**config.mk**
```make
export PLATFORM = sky130hd
export DESIGN_NAME = rx_link_ctrl
export DESIGN_NICKNAME = d
export VERILOG_FILES = /design/src/rtl/rx_link_ctrl_pkg.sv /design/src/rtl/sat_cnt16.sv /design/src/rtl/rx_link_ctrl.sv
export SDC_FILE = /design/constraint.sdc
export NUM_CORES = 1
export LEC_CHECK = 0
export ABC_AREA = 1
export CELL_PAD_IN_SITES_DETAIL_PLACEMENT = 1
export CELL_PAD_IN_SITES_GLOBAL_PLACEMENT = 2
export CORE_ASPECT_RATIO = 1.25
export CORE_UTILIZATION = 34
export CTS_CLUSTER_DIAMETER = 30
export DETAILED_ROUTE_END_ITERATION = 12
export HOLD_SLACK_MARGIN = 0.08
export MAX_ROUTING_LAYER = met4
export PLACE_DENSITY = 0.95
export SLEW_MARGIN = 20
export SYNTH_ARGS = -nofsm -noshare
export SYNTH_HDL_FRONTEND = slang
export SYNTH_SLANG_ARGS = --single-unit
```
**constraint.sdc**
```tcl
create_clock -name clk_xgmii_rx -period 4.4 [get_ports clk_xgmii_rx]
set_clock_uncertainty 0.05 [all_clocks]
set_input_delay 1.1 -clock clk_xgmii_rx [delete_from_list [all_inputs] [get_ports clk_xgmii_rx]]
set_output_delay 1.1 -clock clk_xgmii_rx [all_outputs]
set_load 0.02 [all_outputs]
```
**src/rtl/rx_link_ctrl_pkg.sv**
```systemverilog
// ============================================================================
// Module  : rx_link_ctrl_pkg
// Brief   : State encodings, fault codes and helpers shared by rx_link_ctrl.
// Rev     : 1.0  initial release
// ============================================================================
`default_nettype none

package rx_link_ctrl_pkg;

  localparam logic [1:0] RX_LINK_ST_HOLDOFF = 2'd0;
  localparam logic [1:0] RX_LINK_ST_UP      = 2'd1;
  localparam logic [1:0] RX_LINK_ST_DRAIN   = 2'd2;
  localparam logic [1:0] RX_LINK_ST_FAULT   = 2'd3;

  typedef enum logic [1:0] {
    ST_HOLDOFF = RX_LINK_ST_HOLDOFF,
    ST_UP      = RX_LINK_ST_UP,
    ST_DRAIN   = RX_LINK_ST_DRAIN,
    ST_FAULT   = RX_LINK_ST_FAULT
  } rx_link_st_e;

  localparam logic [1:0] TX_FAULT_RESP_NORMAL = 2'b00;
  localparam logic [1:0] TX_FAULT_RESP_REMOTE = 2'b01;
  localparam logic [1:0] TX_FAULT_RESP_IDLE   = 2'b10;

  localparam logic [1:0] LINK_FAULT_OK     = 2'b00;
  localparam logic [1:0] LINK_FAULT_LOCAL  = 2'b01;
  localparam logic [1:0] LINK_FAULT_REMOTE = 2'b10;

  localparam logic [15:0] SAT_CNT16_MAX = 16'hFFFF;

  // Local fault answers with remote-fault signalling and wins over remote.
  function automatic logic [1:0] fault_resp(input logic loc_flt, input logic rem_flt);
    if (loc_flt)      return TX_FAULT_RESP_REMOTE;
    else if (rem_flt) return TX_FAULT_RESP_IDLE;
    else              return TX_FAULT_RESP_NORMAL;
  endfunction

endpackage

`default_nettype wire

```
**src/rtl/sat_cnt16.sv**
```systemverilog
// ============================================================================
// Module  : sat_cnt16
// Brief   : 16-bit saturating event counter; clear and increment together give 1.
// Rev     : 1.0  initial release
// ============================================================================
`default_nettype none

module sat_cnt16
  import rx_link_ctrl_pkg::*;
(
  input  logic        clk_xgmii_rx,
  input  logic        reset_xgmii_rx_n,
  input  logic        clr,
  input  logic        inc,
  output logic [15:0] cnt
);

  logic [15:0] r_cnt;

  always_ff @(posedge clk_xgmii_rx or negedge reset_xgmii_rx_n) begin
    if (!reset_xgmii_rx_n) begin
      r_cnt <= 16'd0;
    end else if (clr) begin
      r_cnt <= {15'd0, inc};
    end else if (inc && (r_cnt != SAT_CNT16_MAX)) begin
      r_cnt <= r_cnt + 16'd1;
    end
  end

  assign cnt = r_cnt;

endmodule

`default_nettype wire

```
**src/rtl/rx_link_ctrl.sv**
```systemverilog
// ============================================================================
// Module  : rx_link_ctrl
// Brief   : XGMII RX link-state controller (holdoff / up / drain / fault).
//           Optional drain state enabled by macro RX_LINK_CTRL_DRAIN_EN.
// Rev     : 1.0  initial release
// ============================================================================
`default_nettype none

module rx_link_ctrl
  import rx_link_ctrl_pkg::*;
#(
  parameter int HOLDOFF_CYC = 16,
  parameter int DRAIN_MAX   = 1250
) (
  input  logic        clk_xgmii_rx,
  input  logic        reset_xgmii_rx_n,
  input  logic        status_local_fault_crx,
  input  logic        status_remote_fault_crx,
  input  logic        rx_frame_active,
  input  logic        stat_clr,
  output logic        rx_enable,
  output logic        rx_abort,
  output logic [1:0]  tx_fault_resp,
  output logic        link_up,
  output logic        int_link_change,
  output logic [1:0]  fault_sticky,
  output logic [15:0] link_drop_cnt
);

  localparam logic [15:0] c_holdoff_last = 16'(HOLDOFF_CYC - 1);
`ifdef RX_LINK_CTRL_DRAIN_EN
  localparam logic [15:0] c_drain_last   = 16'(DRAIN_MAX - 1);
`endif

  rx_link_st_e r_state;
  logic [15:0] r_tmr;
  logic        r_abort_req;
  logic        w_flt;
  logic        w_up_exit;
  logic [1:0]  w_flt_vec;

  assign w_flt     = status_local_fault_crx | status_remote_fault_crx;
  assign w_up_exit = (r_state == ST_UP) && w_flt;
  assign w_flt_vec = (status_local_fault_crx  ? LINK_FAULT_LOCAL  : LINK_FAULT_OK) |
                     (status_remote_fault_crx ? LINK_FAULT_REMOTE : LINK_FAULT_OK);

  // r_abort_req is staged one cycle so rx_abort lands on the first rx_enable=0 cycle.
  always_ff @(posedge clk_xgmii_rx or negedge reset_xgmii_rx_n) begin
    if (!reset_xgmii_rx_n) begin
      r_state         <= ST_HOLDOFF;
      r_tmr           <= 16'd0;
      r_abort_req     <= 1'b0;
      rx_enable       <= 1'b0;
      rx_abort        <= 1'b0;
      tx_fault_resp   <= TX_FAULT_RESP_NORMAL;
      link_up         <= 1'b0;
      int_link_change <= 1'b0;
      fault_sticky    <= 2'b00;
    end else begin
      r_abort_req <= 1'b0;
      case (r_state)
        ST_HOLDOFF: begin
          if (w_flt) begin
            r_state <= ST_FAULT;
          end else if ((r_tmr == c_holdoff_last) && !rx_frame_active) begin
            r_state <= ST_UP;
          end else if (r_tmr != c_holdoff_last) begin
            r_tmr <= r_tmr + 16'd1;
          end
        end
        ST_UP: begin
          if (w_flt) begin
`ifdef RX_LINK_CTRL_DRAIN_EN
            if (rx_frame_active) begin
              r_state <= ST_DRAIN;
              r_tmr   <= 16'd0;
            end else begin
              r_state <= ST_FAULT;
            end
`else
            r_state     <= ST_FAULT;
            r_abort_req <= rx_frame_active;
`endif
          end
        end
`ifdef RX_LINK_CTRL_DRAIN_EN
        ST_DRAIN: begin
          if (!rx_frame_active) begin
            r_state <= ST_FAULT;
          end else if (r_tmr == c_drain_last) begin
            r_state     <= ST_FAULT;
            r_abort_req <= 1'b1;
          end else begin
            r_tmr <= r_tmr + 16'd1;
          end
        end
`endif
        ST_FAULT: begin
          if (!w_flt) begin
            r_state <= ST_HOLDOFF;
            r_tmr   <= 16'd0;
          end
        end
        default: r_state <= ST_HOLDOFF;
      endcase

      rx_enable       <= (r_state == ST_UP) || (r_state == ST_DRAIN);
      link_up         <= (r_state == ST_UP);
      int_link_change <= (r_state == ST_UP) != link_up;
      rx_abort        <= r_abort_req;
      tx_fault_resp   <= fault_resp(status_local_fault_crx, status_remote_fault_crx);
      fault_sticky    <= w_flt_vec | (stat_clr ? 2'b00 : fault_sticky);
    end
  end

  sat_cnt16 u_drop_cnt (
    .clk_xgmii_rx     (clk_xgmii_rx),
    .reset_xgmii_rx_n (reset_xgmii_rx_n),
    .clr              (stat_clr),
    .inc              (w_up_exit),
    .cnt              (link_drop_cnt)
  );

endmodule

`default_nettype wire

```
==> results of run 1 <==
[through the flow]
| stage | hold WS [ps] | power (mW) | cells | setup WS (ps) | utilization [%] |
|---|---|---|---|---|---|
| floorplan | 281 | 0.723 | 351 | 2370 | - |
| global placement | 287 | 0.837 | 465 | 1360 | 40.9 |
| global route | 345 | 1.25 | 473 | 1380 | 42.6 |
| CTS | 322 | 1.19 | 473 | 1580 | 42.5 |
| finish | 321 | 1.18 | 473 | 1590 | 42.6 |
| detailed placement | 300 | 0.855 | 465 | 1260 | 40.9 |
[worst paths after layout]
path	startpoint	end	slack [ps]	cells after the start
worst max-delay path	status_local_fault_crx	r_tmr[14]	1590	8
worst min-delay path	r_abort_req	rx_abort	320	0
worst max register to register	r_state[0]	r_tmr[4]	1920	7
worst min register to register	r_abort_req	rx_abort	320	0
max in group asynchronous	reset_xgmii_rx_n	r_tmr[11]	3170	1
min in group asynchronous	reset_xgmii_rx_n	u_drop_cnt.cnt[6]	740	1
[power by group]
part	switching, mW	internal [mW]	leakage (nW)
Sequential	0.0487	0.447	0.576
Clock	0.151	0.184	0.0612
Combinational	0.226	0.118	0.660
Total	0.426	0.750	1.30
[layout make-up]
| type | instances | area [um2] | share of cell area, % |
|---|---|---|---|
| clock buffers | 6 | 82.6 | 2.73 |
| repair buffers | 30 | 295 | 9.76 |
| inverters | 30 | 113 | 3.72 |
| multi-input cells | 272 | 1310 | 43.3 |
| clock inverters | 2 | 35.0 | 1.16 |
| flip-flops and latches | 43 | 1080 | 35.6 |
| well taps | 90 | 113 | 3.72 |
[metal layers]
metal,GRT usage [%],up-vias
li1,-,1198
met1,22.2,1179
met2,35.7,27
met3,2.87,8
met4,6.99,0
met5,-,-
[cell families after synthesis]
kind of cell	count (synthesis)
buf+inv	36
fa+ha+maj	5
simple gates	222
xor+xnor	7
flops	43
compound gates	38
[synthesized netlist by cell type]
library cell,instances,area [um2]
ha_1,5,62.6
o21ai_2,4,35.0
buf_8,1,15.0
dfrtp_1,43,1080
nand2_2,1,6.26
o21ai_1,1,5.00
or2_2,2,12.5
inv_1,29,109
buf_2,3,15.0
nand2_1,119,447
nand3_1,31,155
and2_1,1,6.26
o21ai_0,23,115
nand4_1,17,106
nor2_1,46,173
nor2_4,2,22.5
nor2_2,2,12.5
xor2_1,7,61.3
clkinv_1,1,3.75
a21oi_1,2,10.0
nor2_8,1,20.0
o21bai_1,8,60.1
clkbuf_1,2,7.51
[worst max-delay path, stage by stage]
cell             delay (ps)
clkdlybuf4s50_1         460
nor2_1                  190
inv_1                   120
a21oi_1                 140
nand2_1                 510
inv_1                   310
nand3_1                 100
nand2_1                  70
[state kept, by name, summed over array words and instances, names as in the netlist]
| name | flops |
|---|---|
| r_tmr | 16 |
| u_drop_cnt.cnt | 16 |
| fault_sticky | 2 |
| r_state | 2 |
| tx_fault_resp | 2 |
| int_link_change | 1 |
| link_up | 1 |
| r_abort_req | 1 |
| rx_abort | 1 |
| rx_enable | 1 |
==> out/qor.csv, run 1 <==
stage;metric;value;unit
logic_synthesis;xor/xnor share of the synthesized area;2.42;%
timing;Max Clock Freq;0.356;GHz
logic_synthesis;Synth Register Bits;43;
routing;DRC;0;
floorplanning;Chip Width;79.3;um
clock_tree;Post CTS Setup Buffer Count;0;
clock_tree;CTS tree;yes;
critical_path;WP data arrival;3010;ps
timing;Worst Max-Slew Pin Slew;830;ps
global_routing;global-route usage over all layers;20.0;%
timing;Final Max Tran Viols;0;
clock_tree;H-tree depth;2;
global_routing;initial antenna violation count;0;
layout;fraction of layout cells with a size suffix above 1;5.74;%
placement;Post-DP HPWL;5030;um
routing;routed length on met1;2970;um
routing;Detail Route Antenna Nets;0;
floorplanning;Die Y-Extent;98.6;um
layout;most frequent cells in the layout;nand2_1 (119), nor2_1 (46), dfrtp_1 (43), nand3_1 (31), inv_1 (29);
floorplanning;Initial Util;35.7;%
logic_synthesis;Syn Nets;362;
logic_synthesis;complex-gate fraction of the synthesized area;8.88;%
global_routing;gr ovfl total;0;
logic_synthesis;Cells after Synth;351;
layout;Fill cells;901;
clock_tree;TritonCTS buffer count;5;
global_routing;first-pass GRT wire length;11900;um
pwr;Peak supply drop;0.165;mV
critical_path;Setup crit end kind;flop;
logic_synthesis;simple-gate portion of the synthesized area;37.9;%
logic_synthesis;register area share after synthesis;42.4;%
clock_tree;post_cts resized;0;
timing;fin crit period;2810;ps
logic_synthesis;adder-cell share of the synthesized area;2.47;%
layout;Final nets;393;
floorplanning;Rows;34;
routing;DR WL/cell;14.4;um
routing;routed wl met2;3620;um
logic_synthesis;mux cell area share after synthesis;0;%
run;max-cap viol count;0;
clock_tree;Max clock buf depth;2;
clock_tree;worst-skew pair later-pin latency;300;ps
clock_tree;clk slew on worst S/H paths;90;ps
global_routing;vias in the first global route;2561;
layout;commonest non-fill, non-tap cell in the layout;nand2_1;
routing;routed wire length;6810;um
routing;drt pass-1 iters;4;
floorplanning;die footprint;7810;um2
min_path;worst min-delay path category;flop to flop;
routing;detailed router's first-iteration violation count;79;
layout;n_diodes;0;
pwr;Power Density;389;nW/um2
floorplanning;core area;7100;um2
placement;dpl cell area;2900;um2
routing;via/cell ratio;5.10;
clock_tree;clk sinks;43;
clock_tree;root buffer cell;clkbuf_8;
timing;RSZ-0062 raised after global routing;no;
logic_synthesis;Cell Area, Synth;2540;um2
critical_path;critical path required time;4600;ps
routing;vias;2412;
timing;period utilization;63.8;%
layout;Non-Filler Cell Area, Final;3020;um2
timing;Final Hold Fails;0;
clock_tree;hold buffers post-CTS;0;
timing;setup_tns;0;ps
layout;Area Growth Syn to Fin;19.2;%
pwr;Leak;1.30;nW
floorplanning;I/O pins;30;
timing;setup violators final;0;
logic_synthesis;combinational family with the most area after synthesis;simple AND/OR/NAND/NOR gates;
placement;PortBufs;29;
logic_synthesis;Post-Syn Area per Cell;7.23;um2
run_status;status;finished, final reports clean;
critical_path;critical-path maximum fanout;30;
global_routing;pin count of the biggest net entering global routing;44;
routing;met3 WL post-DR;107;um
routing;top sig layer;met4;
critical_path;crit start category;input pin;
logic_synthesis;Netlist cell types;23;
placement;routability cong.;0.843;
critical_path;Setup CP Type;input pin to flop;
logic_synthesis;yosys warns;0;
timing;relative slew slack;44.5;%
Power figures use the tool's default switching activity.
==> run 2: changes to the inputs <==
CORE_UTILIZATION = 32   (was 34)
PLACE_DENSITY = 0.91   (was 0.95)
clock period = 2.7 ns   (was 4.4 ns; I/O delays follow)
==> out/qor.csv, run 2 (synthesis results as in run 1) <==
stage;metric;value;unit;change
timing;relative slew slack;65.4;%;+21 points
layout;commonest non-fill, non-tap cell in the layout;nand2_1;;
clock_tree;H-tree depth;2;;unchanged
critical_path;Setup CP Type;flop to primary output;;
critical_path;Setup crit end kind;primary output;;
layout;Final nets;397;;+1.0%
timing;Final Max Tran Viols;0;;unchanged
timing;period utilization;79.0;%;
timing;setup_tns;0;ps;unchanged
pwr;Peak supply drop;0.251;mV;+52%
layout;area of the multi-input gates;1310;um2;unchanged
critical_path;Setup crit start;u_drop_cnt.cnt[7];;
global_routing;GR Util met2;36.8;%;+1.1 points
pwr;Power Density;620;nW/um2;+59%
global_routing;global-route usage over all layers;19.6;%;-0.39 points
routing;routed wire length;6920;um;+1.6%
critical_path;Worst path top cell family by delay;buffers and inverters;;
global_routing;first-pass GRT wire length;11900;um;-0.40%
floorplanning;I/O pins;30;;unchanged
floorplanning;Die Y-Extent;102;um;+3.0%
global_routing;GR Util met1;20.9;%;-1.3 points
routing;via/cell ratio;5.04;;-1.2%
global_routing;initial antenna violation count;0;;unchanged
timing;RSZ-0062 raised after global routing;no;;
clock_tree;root buffer cell;clkbuf_8;;
routing;detailed router's first-iteration violation count;69;;-13%
layout;most frequent cells in the layout;nand2_1 (119), nor2_1 (46), dfrtp_1 (43), nand3_1 (31), inv_1 (29);;
critical_path;critical path required time;1980;ps;-2620 ps
floorplanning;Rows;35;;+2.9%
floorplanning;core area;7530;um2;+6.0%
routing;vias;2413;;+0.041%
layout;fin util;40.5;%;-2.1 points
routing;drt pass-1 iters;4;;unchanged
floorplanning;die footprint;8290;um2;+6.1%
placement;Post-DP HPWL;5280;um;+5.0%
clock_tree;clk slew on worst S/H paths;90;ps;about the same
global_routing;pin count of the biggest net entering global routing;31;;-30%
layout;register area;1080;um2;unchanged
clock_tree;hold buffers post-CTS;0;;unchanged
critical_path;CP bufs+invs;1;;-2
routing;DR WL/cell;14.5;um;+0.37%
timing;Final Hold Fails;0;;unchanged
timing;Max Clock Freq;0.469;GHz;
global_routing;GR Util met3;2.70;%;-0.17 points
run;max-cap viol count;0;;unchanged
critical_path;crit start category;flop;;
timing;setup violators final;0;;unchanged
clock_tree;CTS tree;yes;;
critical_path;Worst path slowest cell;clkdlybuf4s50_1;;
global_routing;gr ovfl total;0;;unchanged
run_status;status;finished, final reports clean;;
layout;fraction of layout cells with a size suffix above 1;6.72;%;+0.97 points
clock_tree;Post CTS Setup Buffer Count;0;;unchanged
clock_tree;TritonCTS buffer count;5;;unchanged
floorplanning;Initial Util;33.7;%;-2.0 points
global_routing;global route hottest layer;met2;;
placement;PortBufs;29;;unchanged
layout;Fill cells;964;;+7.0%
critical_path;slowest stage delay, CP;640;ps;+130 ps
critical_path;Reg2Reg Launch Point;u_drop_cnt.cnt[0];;
placement;routability cong.;0.811;;-3.7%
routing;Detail Route Antenna Nets;0;;unchanged
timing;Worst Max-Slew Pin Slew;516;ps;-315 ps
global_routing;vias in the first global route;2478;;-3.2%
pwr;Leak;1.31;nW;+1.1%
routing;DRC;0;;unchanged
floorplanning;Chip Width;81.6;um;+3.0%
timing;fin crit period;2130;ps;
clock_tree;worst-skew pair later-pin latency;300;ps;about the same
critical_path;CP Cell Sequence;clkdlybuf4s50_1;;
min_path;worst min-delay path category;input pin to asynchronous set/reset pin;;
clock_tree;Max clock buf depth;2;;unchanged
critical_path;WP data arrival;1410;ps;-1600 ps
layout;Area Growth Syn to Fin;20.2;%;
layout;n_diodes;0;;unchanged
critical_path;critical-path maximum fanout;5;;-83%
clock_tree;post_cts resized;0;;unchanged
clock_tree;clk sinks;43;;unchanged
-- run 2: path summary, 6_finish.rpt --
kind	to	slack, ps	cells after the start
worst max-delay path	link_drop_cnt[7]	570	1
worst min-delay path	u_drop_cnt.cnt[10]	260	1
worst max register to register	u_drop_cnt.cnt[10]	690	8
worst min register to register	rx_abort	320	0
max in group asynchronous	r_tmr[9]	1750	2
min in group clk_xgmii_rx	rx_abort	320	0
-- run 2: metrics by stage --
step / cell area [um2] / power (mW) / hold WS (ps) / std cells / worst slack, ps
2_1_floorplan: 2540 / 1.18 / 281 / 351 / 915
3_3_place_gp: 2940 / 1.38 / 284 / 471 / 442
3_5_place_dp: 2940 / 1.40 / 304 / 471 / 403
4_1_cts: 3050 / 1.93 / 274 / 479 / 547
5_1_grt: 3050 / 2.03 / 278 / 479 / 481
6_report: 3050 / 1.89 / 264 / 479 / 567
-- run 2: cell type report --
class	instances	share of cell area [%]
Clock buffer	5	2.26
Clock inverter	3	1.44
Inverter	30	3.69
Multi-Input combinational cell	272	43.0
Sequential cell	43	35.3
Tap cell	92	3.78
Timing Repair Buffer	34	10.6
-- run 2: report_power, final --
| part | leakage [nW] | switching, mW | total, mW | internal, mW |
|---|---|---|---|---|
| logic | 0.678 | 0.362 | 0.567 | 0.205 |
| clock network | 0.0581 | 0.243 | 0.519 | 0.276 |
| registers | 0.576 | 0.0764 | 0.805 | 0.729 |
| total | 1.31 | 0.681 | 1.89 | 1.21 |
-- run 2: worst reg2reg max path: cells and delay by family (launching register included) --
kind / cells / cell delay [ps]
compound gates: 1 / 130
fa+ha+maj: 1 / 280
simple gates: 6 / 990
flops: 1 / 440
-- run 2: per-layer routing --
layer / wire length (um) / vias to the layer above / share of wire [%]
met1: 2880 / 1186 / 42
met2: 3850 / 23 / 56
li1: - / 1199 / -
met5: 0 / - / 0
met4: 78 / 0 / 1.1
met3: 116 / 5 / 1.7
